**config.mk**
```make
export PLATFORM = sky130hd
export DESIGN_NAME = br_update_ctrl
export DESIGN_NICKNAME = d
export VERILOG_FILES = /design/src/rtl/br_pred_pkg.sv /design/src/rtl/br_hist_fifo.sv /design/src/rtl/br_update_ctrl.sv
export SDC_FILE = /design/constraint.sdc
export NUM_CORES = 1
export LEC_CHECK = 0
export CAP_MARGIN = 15
export CORE_UTILIZATION = 45
export DETAILED_ROUTE_END_ITERATION = 7
export HOLD_SLACK_MARGIN = 0.06
export PLACE_DENSITY = 0.78
export SLEW_MARGIN = 20
export SYNTH_ARGS = -nofsm -noshare
export SYNTH_HDL_FRONTEND = slang
export SYNTH_SLANG_ARGS = --single-unit
```
**constraint.sdc**
```tcl
create_clock -name clk -period 4.1 [get_ports clk]
set_input_delay 0.82 -clock clk [delete_from_list [all_inputs] [get_ports clk]]
set_output_delay 0.82 -clock clk [all_outputs]
set_load 0.05 [all_outputs]
```
**src/rtl/br_pred_pkg.sv**
```systemverilog
// Shared types for the branch-predictor update path: controller states and the
// in-flight entry layout (history snapshot plus the prediction made with it).
package br_pred_pkg;

  localparam int GHR_W_DEF = 3;

  typedef enum logic [1:0] {
    EMPTY   = 2'd0,
    BUSY    = 2'd1,
    RECOVER = 2'd2
  } br_state_t;

  typedef struct packed {
    logic [GHR_W_DEF-1:0] ghr;
    logic                 pred_taken;
  } br_entry_t;

endpackage

```
**src/rtl/br_hist_fifo.sv**
```systemverilog
// In-order circular buffer of in-flight branches; clear wins over push/pop,
// and an occupancy counter disambiguates full from empty.
module br_hist_fifo #(
  parameter int W     = 4,
  parameter int DEPTH = 4,
  localparam int AW   = $clog2(DEPTH),
  localparam int CW   = AW + 1
) (
  input  logic          clk,
  input  logic          rst_n,
  input  logic          push,
  input  logic          pop,
  input  logic          clear,
  input  logic [W-1:0]  wdata,
  output logic [W-1:0]  rdata,
  output logic [CW-1:0] occupancy
);

  logic [W-1:0]  mem [DEPTH];
  logic [AW-1:0] wr_ptr_reg;
  logic [AW-1:0] rd_ptr_reg;
  logic [CW-1:0] occ_reg;
  logic          push_ok;
  logic          pop_ok;

  assign push_ok   = push && (occ_reg != CW'(DEPTH)) && !clear;
  assign pop_ok    = pop && (occ_reg != '0) && !clear;
  assign rdata     = mem[rd_ptr_reg];
  assign occupancy = occ_reg;

  // Payload needs no reset: occupancy gates every read that matters.
  always_ff @(posedge clk) begin
    if (push_ok) mem[wr_ptr_reg] <= wdata;
  end

  always_ff @(posedge clk or negedge rst_n) begin
    if (!rst_n) begin
      wr_ptr_reg <= '0;
      rd_ptr_reg <= '0;
      occ_reg    <= '0;
    end else if (clear) begin
      wr_ptr_reg <= '0;
      rd_ptr_reg <= '0;
      occ_reg    <= '0;
    end else begin
      if (push_ok) wr_ptr_reg <= wr_ptr_reg + 1'b1;
      if (pop_ok)  rd_ptr_reg <= rd_ptr_reg + 1'b1;
      case ({push_ok, pop_ok})
        2'b10:   occ_reg <= occ_reg + 1'b1;
        2'b01:   occ_reg <= occ_reg - 1'b1;
        default: occ_reg <= occ_reg;
      endcase
    end
  end

endmodule

```
**src/rtl/br_update_ctrl.sv**
```systemverilog
// Speculative/architectural global history, in-flight branch tracking, PHT
// write-back scheduling and misprediction recovery.
module br_update_ctrl
  import br_pred_pkg::*;
#(
  parameter int GHR_W = GHR_W_DEF,
  parameter int DEPTH = 4,
  localparam int CW   = $clog2(DEPTH) + 1
) (
  input  logic             clk,
  input  logic             rst_n,
  input  logic             Stall_Detected,
  input  logic             pred_valid,
  input  logic             pred_taken,
  output logic             pred_ready,
  input  logic             res_valid,
  input  logic             res_taken,
  output logic [GHR_W-1:0] spec_ghr,
  output logic             upd_en,
  output logic [GHR_W-1:0] upd_idx,
  output logic             upd_taken,
  output logic             flush,
  output logic [CW-1:0]    occupancy,
  output logic [15:0]      mispredict_cnt
);

  br_state_t        state_reg, state_next;
  logic [GHR_W-1:0] spec_ghr_reg;
  logic [GHR_W-1:0] arch_ghr_reg;
  logic [GHR_W-1:0] arch_ghr_next;
  logic             upd_en_reg;
  logic [GHR_W-1:0] upd_idx_reg;
  logic             upd_taken_reg;
  logic [15:0]      mis_cnt_reg;
  logic [GHR_W:0]   head_entry;
  logic             push_acc;
  logic             pop_acc;
  logic             mispred;

  assign push_acc = pred_valid && pred_ready && !Stall_Detected;
  assign pop_acc  = res_valid && !Stall_Detected && (occupancy != '0);
  assign mispred  = pop_acc && (res_taken != head_entry[0]);

  assign arch_ghr_next = pop_acc ? {res_taken, arch_ghr_reg[GHR_W-1:1]} : arch_ghr_reg;

  // A mispredicting pop kills any same-cycle push and empties the queue.
  br_hist_fifo #(
    .W    (GHR_W + 1),
    .DEPTH(DEPTH)
  ) u_fifo (
    .clk      (clk),
    .rst_n    (rst_n),
    .push     (push_acc && !mispred),
    .pop      (pop_acc),
    .clear    (mispred),
    .wdata    ({spec_ghr_reg, pred_taken}),
    .rdata    (head_entry),
    .occupancy(occupancy)
  );

  always_comb begin
    state_next = state_reg;
    pred_ready = (occupancy != CW'(DEPTH));
    flush      = 1'b0;
    case (state_reg)
      RECOVER: begin
        state_next = EMPTY;
        pred_ready = 1'b0;
        flush      = 1'b1;
      end
      default: begin
        if (mispred)                                 state_next = RECOVER;
        else if (push_acc)                           state_next = BUSY;
        else if (pop_acc && (occupancy == CW'(1)))   state_next = EMPTY;
      end
    endcase
  end

  always_ff @(posedge clk or negedge rst_n) begin
    if (!rst_n) begin
      state_reg     <= EMPTY;
      spec_ghr_reg  <= '0;
      arch_ghr_reg  <= '0;
      upd_en_reg    <= 1'b0;
      upd_idx_reg   <= '0;
      upd_taken_reg <= 1'b0;
      mis_cnt_reg   <= '0;
    end else begin
      state_reg    <= state_next;
      arch_ghr_reg <= arch_ghr_next;
      upd_en_reg   <= pop_acc;
      if (pop_acc) begin
        upd_idx_reg   <= head_entry[GHR_W:1];
        upd_taken_reg <= res_taken;
      end
      if (mispred) begin
        spec_ghr_reg <= arch_ghr_next;
        if (mis_cnt_reg != 16'hFFFF) mis_cnt_reg <= mis_cnt_reg + 16'd1;
      end else if (push_acc) begin
        spec_ghr_reg <= {pred_taken, spec_ghr_reg[GHR_W-1:1]};
      end
    end
  end

  assign spec_ghr       = spec_ghr_reg;
  assign upd_en         = upd_en_reg;
  assign upd_idx        = upd_idx_reg;
  assign upd_taken      = upd_taken_reg;
  assign mispredict_cnt = mis_cnt_reg;

endmodule
```
==> impl_metrics.json, run 1 <==
{
  "outcome": "complete, no violations",
  "cp.arrival_ns": 2.08,
  "synthFlopType": "dfrtp_1",
  "numCtsBuffers": 5,
  "syn_nets": 225,
  "worst_pin_slew_ns": 0.774,
  "dp_hpwl_mm": 3.27,
  "timing.hold.ws_ns": 0.485,
  "hp-class": "flip-flop to flip-flop",
  "yosys.cell_types.count": 39,
  "gp_congestion": 0.844,
  "grt.overflow.total": 0,
  "nets": 260,
  "drtIter0Drc": 164,
  "grtUsageTotal_pct": 18.1,
  "grt_setup_unrepaired": "no",
  "routed_wl_mm": 4.78,
  "syn_avg_cell_area_um2": 11.8,
  "drive_gt1_share_pct": 7.38,
  "die-height_um": 76.1,
  "via_count": 1693,
  "postSynthCellCount": 209,
  "max-cap-violations": 0,
  "async_reset_ff_share_pct": 69.2,
  "grt_pass1_vias": 1591,
  "fin_crit_sh_pct": 70.7,
  "placementRows": 26,
  "start_util_pct": 47.5,
  "required_ns": 3.28,
  "max_freq_mhz": 345,
  "leakagePower_nw": 1.20,
  "clk_latency_ns": 0.31,
  "power.total_mw": 1.93,
  "syn_area_um2": 2470,
  "yosysWarningCount": 0,
  "clkTransAtPathRegs_ns": 0.09,
  "fin_skew_ns": 0.00710,
  "ys_ff_latch": 52,
  "drc_errors": 0,
  "die_w_um": 76.1,
  "critical_path_class": "flip-flop to primary output",
  "wl_per_cell_um": 15.2,
  "diodes": 0,
  "via_per_inst": 5.39,
  "syn2layout_area_growth_pct": 18.8,
  "finalSetupTns_ns": 0,
  "powerDensity_nw_per_um2": 656,
  "cts_tree": "built",
  "post-cts-setup-buffers": 0,
  "nFillCells": 456,
  "cp-end-kind": "primary output",
  "slew_viol_final": 0,
  "cts_resized": 0,
  "num_io_pins": 36,
  "antenna_found_initial": 0,
  "grt_pass1_wl_mm": 8.00,
  "seq_area_frac_synth_pct": 55.8,
  "dp.cells": 307,
  "finalCriticalPeriod_ns": 2.90,
  "postRouteAntennaNets": 0,
  "dieArea_um2": 5800,
  "peakVddDrop_mv": 0.389,
  "final_cell_count_no_fill": 314,
  "port_buffers": 35,
  "drt_first_pass_iters": 5,
  "ctsHoldBuffers": 0,
  "hold_viol": 0,
  "cts-htree-levels": 2,
  "synth_edf_count": 16,
  "startpoint_type": "flip-flop",
  "clock_path_buffers": 2,
  "critPathMaxFanout": 5,
  "slew_headroom_pct": 48.4,
  "coreArea_um2": 5200,
  "clock_sinks": 52,
  "setup_violations": 0,
  "clockRootBuffer": "clkbuf_8",
  "grt_max_degree": 37
}
-- cells in the mapped netlist, types with 2 or more instances --
library cell | n | area [um2]
nand4_1 | 10 | 62.6
nand3b_1 | 2 | 15.0
a21oi_1 | 9 | 45.0
o21ai_0 | 2 | 10.0
nand2b_1 | 2 | 12.5
ha_1 | 9 | 113
a31oi_1 | 3 | 18.8
mux2_4 | 2 | 30.0
buf_6 | 3 | 33.8
clkbuf_1 | 3 | 11.3
nand3_1 | 10 | 50.1
and3_1 | 6 | 37.5
mux2i_1 | 4 | 40.0
nor3_1 | 3 | 15.0
nor2b_1 | 2 | 12.5
mux4_1 | 3 | 78.8
edfxtp_1 | 16 | 480
mux2_2 | 5 | 56.3
xnor2_1 | 13 | 114
inv_1 | 6 | 22.5
dfrtp_1 | 36 | 901
nand2_1 | 30 | 113
xor2_1 | 4 | 35.0
nor2_1 | 11 | 41.3
-- metrics by stage --
stage | util (%) | cell area (um2) | worst slack [ns]
2_1_floorplan | - | 2470 | 1.44
3_3_place_gp | 55.0 | 2860 | 0.997
3_5_place_dp | 55.0 | 2860 | 0.919
4_1_cts | 56.4 | 2940 | 1.19
5_1_grt | 56.4 | 2940 | 1.11
6_report | 56.4 | 2940 | 1.20
-- cell families (layout without fill, tap and decap cells) --
kind of cell    after synthesis  count (layout)  share of synthesized area [%]
flops                        52              52                           55.8
mux                          14              14                           8.30
xor+xnor                     17              17                           6.02
fa+ha+maj                     9               9                           4.55
buf+inv                      14              49                           3.08
compound gates               23              23                           6.53
simple gates                 80              80                           15.7
-- placed cells by master, fill, tap and decap left out, types with 5 or more instances in the layout --
cell type	n
nand3_1	10
ha_1	9
nand4_1	10
clkdlybuf4s50_1	34
xnor2_1	13
nand2_1	30
nor2_1	11
mux2_2	5
and3_1	6
a21oi_1	9
inv_1	6
dfrtp_1	36
clkbuf_8	5
edfxtp_1	16
-- worst paths after layout --
path                                     start  slack [ns]                 to  cells after the start
max                        u_fifo.occupancy[0]        1.20         pred_ready                      4
min reg2reg                         upd_idx[1]        0.49         upd_idx[1]                      2
min in group asynchronous                rst_n        0.58    arch_ghr_reg[2]                      1
min                                 upd_idx[1]        0.49         upd_idx[1]                      2
max in group asynchronous                rst_n        3.02  mispredict_cnt[6]                      1
max reg2reg                u_fifo.occupancy[0]        1.36  mispredict_cnt[1]                      7
-- routing by layer --
layer  global-route usage [%]  wire length [um]  vias up
li1                         -                 -      814
met1                     23.5              2150      828
met2                     28.5              2300       43
met3                     4.79               237        8
met4                     8.08                89        0
met5                        0                 0        -
-- power by group --
part / internal (mW) / switching (mW) / leakage, nW / total, mW
Sequential: 0.678 / 0.141 / 0.607 / 0.819
Clock: 0.116 / 0.157 / 0.0410 / 0.273
Combinational: 0.313 / 0.522 / 0.555 / 0.835
Total: 1.11 / 0.820 / 1.20 / 1.93
-- final cells by class --
type / instances / area [um2] / share of cell area, %
Sequential cell: 52 / 1380 / 47.0
Multi-Input combinational cell: 143 / 1020 / 34.6
Timing Repair Buffer: 36 / 353 / 12.0
Tap cell: 70 / 87.6 / 2.98
Clock buffer: 6 / 72.6 / 2.47
Inverter: 6 / 22.5 / 0.767
Clock inverter: 1 / 5.00 / 0.170
-- worst max-delay path: stages, from the launching register on --
cell,delay (ns)
dfrtp_1,0.47
inv_1,0.09
ha_1,0.26
a21oi_1,0.13
clkdlybuf4s50_1,0.81
No activity file was read; power rests on OpenSTA's default activity.
==> inputs of run 2 (changes only) <==
--- a/config.mk
+++ b/config.mk
@@ -9,7 +9,7 @@
 export CORE_UTILIZATION = 45
 export DETAILED_ROUTE_END_ITERATION = 7
 export HOLD_SLACK_MARGIN = 0.06
-export PLACE_DENSITY = 0.78
+export PLACE_DENSITY = 0.81
 export SLEW_MARGIN = 20
 export SYNTH_ARGS = -nofsm -noshare
 export SYNTH_HDL_FRONTEND = slang
==> constraint.sdc (replaced) <==
create_clock -name clk -period 2.5 [get_ports clk]
set_input_delay 0.5 -clock clk [delete_from_list [all_inputs] [get_ports clk]]
set_output_delay 0.5 -clock clk [all_outputs]
set_load 0.05 [all_outputs]
==> run 2 against run 1 <==
- register-to-register slack lost 1.0 ns
- first-iteration DRC count shrank 61%
- global-route usage shrank 0.31 points
- sequential power grew 64%
- clock-buffer cell count shrank 1
- utilization grew 1.7 points
- clock skew grew 0.0020 ns
- cell count grew 3.2%
- design area grew 3.0%
- combinational power grew 66%
==> impl_metrics.json, run 2 (synthesized netlist as in run 1, its figures left out) <==
{
  "clock_sinks": 52,
  "post-cts-setup-buffers": 0,
  "placementRows": 26,
  "die_w_um": 76.1,
  "clockRootBuffer": "clkbuf_8",
  "cp.arrival_ns": 1.86,
  "grtUsageTotal_pct": 17.8,
  "finalCriticalPeriod_ns": 2.36,
  "drtIter0Drc": 64,
  "hp-class": "flip-flop to flip-flop",
  "setup_violations": 0,
  "cts_resized": 0,
  "drive_gt1_share_pct": 11.4,
  "routed_wl_mm": 4.55,
  "fin_skew_ns": 0.00909,
  "slew_headroom_pct": 66.1,
  "clock_path_buffers": 2,
  "final.setup.worst_slack_ns": 0.142,
  "dp.cells": 316,
  "finalSetupTns_ns": 0,
  "max-cap-violations": 0,
  "drt_first_pass_iters": 4,
  "via_per_inst": 5.23,
  "critPathMaxFanout": 5,
  "final_common_cell": "dfrtp_1",
  "grt_setup_unrepaired": "no",
  "syn2layout_area_growth_pct": 22.4,
  "worst_pin_slew_ns": 0.505,
  "port_buffers": 35,
  "required_ns": 2.00,
  "grt_pass1_wl_mm": 8.32,
  "dpl-instance-area_um2": 2930,
  "numCtsBuffers": 5,
  "clkTransAtPathRegs_ns": 0.09,
  "antenna_found_initial": 0,
  "dieArea_um2": 5800,
  "final_cell_area_um2": 3030,
  "grt.overflow.total": 0,
  "diodes": 0,
  "cp-end-kind": "primary output",
  "powerDensity_nw_per_um2": 1070,
  "cts-htree-levels": 2,
  "max_freq_mhz": 424,
  "peakVddDrop_mv": 0.602,
  "num_io_pins": 36,
  "outcome": "complete, no violations",
  "wl_per_cell_um": 14.0,
  "leakagePower_nw": 1.25,
  "nFillCells": 448,
  "gp_congestion": 0.876,
  "die-height_um": 76.1,
  "multiInputGateArea_um2": 1020,
  "nets": 269,
  "grt_max_degree": 37,
  "grt_pass1_vias": 1789,
  "fin_crit_sh_pct": 94.3,
  "startpoint_type": "flip-flop",
  "slew_viol_final": 0,
  "dp_hpwl_mm": 3.34,
  "layout.cells.most_common_list": "36 x dfrtp_1, 34 x clkdlybuf4s50_1, 30 x nand2_1",
  "power.total_mw": 3.23,
  "coreArea_um2": 5200,
  "final_cell_count_no_fill": 324,
  "start_util_pct": 47.5,
  "post-place-ws_ns": 0.0340,
  "seq_area_um2": 1380,
  "drc_errors": 0,
  "ctsHoldBuffers": 0,
  "critical_path_class": "flip-flop to primary output",
  "cts_tree": "built",
  "hold_viol": 0,
  "clk_latency_ns": 0.31,
  "postRouteAntennaNets": 0,
  "via_count": 1693
}
## run 2: cell count changes in the layout (fill, tap and decap cells not counted), sizes merged
cell,previous run,this run
buf,2,11
clkbuf,6,5
inv,6,7
clkinvlp,0,1
## run 2: power breakdown
group	internal [mW]	switching [mW]	leakage (nW)
Combinational	0.538	0.857	0.600
Clock	0.206	0.288	0.0463
Sequential	1.11	0.232	0.607
## run 2: final timing paths
kind / startpoint / end / slack, ns / cells after the start
max: state_reg[0] / flush / 0.14 / 2
min: upd_taken / upd_taken / 0.48 / 2
max reg2reg: u_fifo.rd_ptr_reg[1] / mispredict_cnt[1] / 0.32 / 5
min reg2reg: upd_taken / upd_taken / 0.48 / 2
max in group asynchronous: rst_n / upd_taken / 1.58 / 2
min in group asynchronous: rst_n / mispredict_cnt[10] / 0.60 / 2
## run 2: stage by stage
step	util [%]	hold WS (ns)
after floorplan	-	0.204
after global placement	56.3	0.458
after detailed placement	56.3	0.463
after CTS	58.1	0.488
after global routing	58.1	0.515
final	58.1	0.481
## run 2: per-layer routing
layer	global-route usage (%)	vias up	routed length, um
met2	29.6	44	2230
met5	0	-	0
li1	-	830	-
met1	23.2	815	2080
met4	5.19	0	42
met3	4.07	4	199
## run 2: area by class of cell
cell class / count / share of cell area [%]
clock buffer: 5 / 2.27
clock inverter: 3 / 0.909
sequential: 52 / 45.6
multi-input combinational: 143 / 33.6
timing repair buffer: 45 / 14.0
inverter: 6 / 0.744
tap: 70 / 2.89
## run 2: critical path: stages, from the launching register on
cell and delay, ns:
dfrtp_1 0.39, nor2b_1 0.29, clkdlybuf4s50_1 0.87
==> inputs of run 3 (changes only) <==
--- a/config.mk
+++ b/config.mk
@@ -5,7 +5,7 @@
 export SDC_FILE = /design/constraint.sdc
 export NUM_CORES = 1
 export LEC_CHECK = 0
-export CAP_MARGIN = 15
+export CAP_MARGIN = 20
 export CORE_UTILIZATION = 45
 export DETAILED_ROUTE_END_ITERATION = 7
 export HOLD_SLACK_MARGIN = 0.06
==> results of run 3 <==
No change in the layout: final DEF, timing and power equal those of run 2.
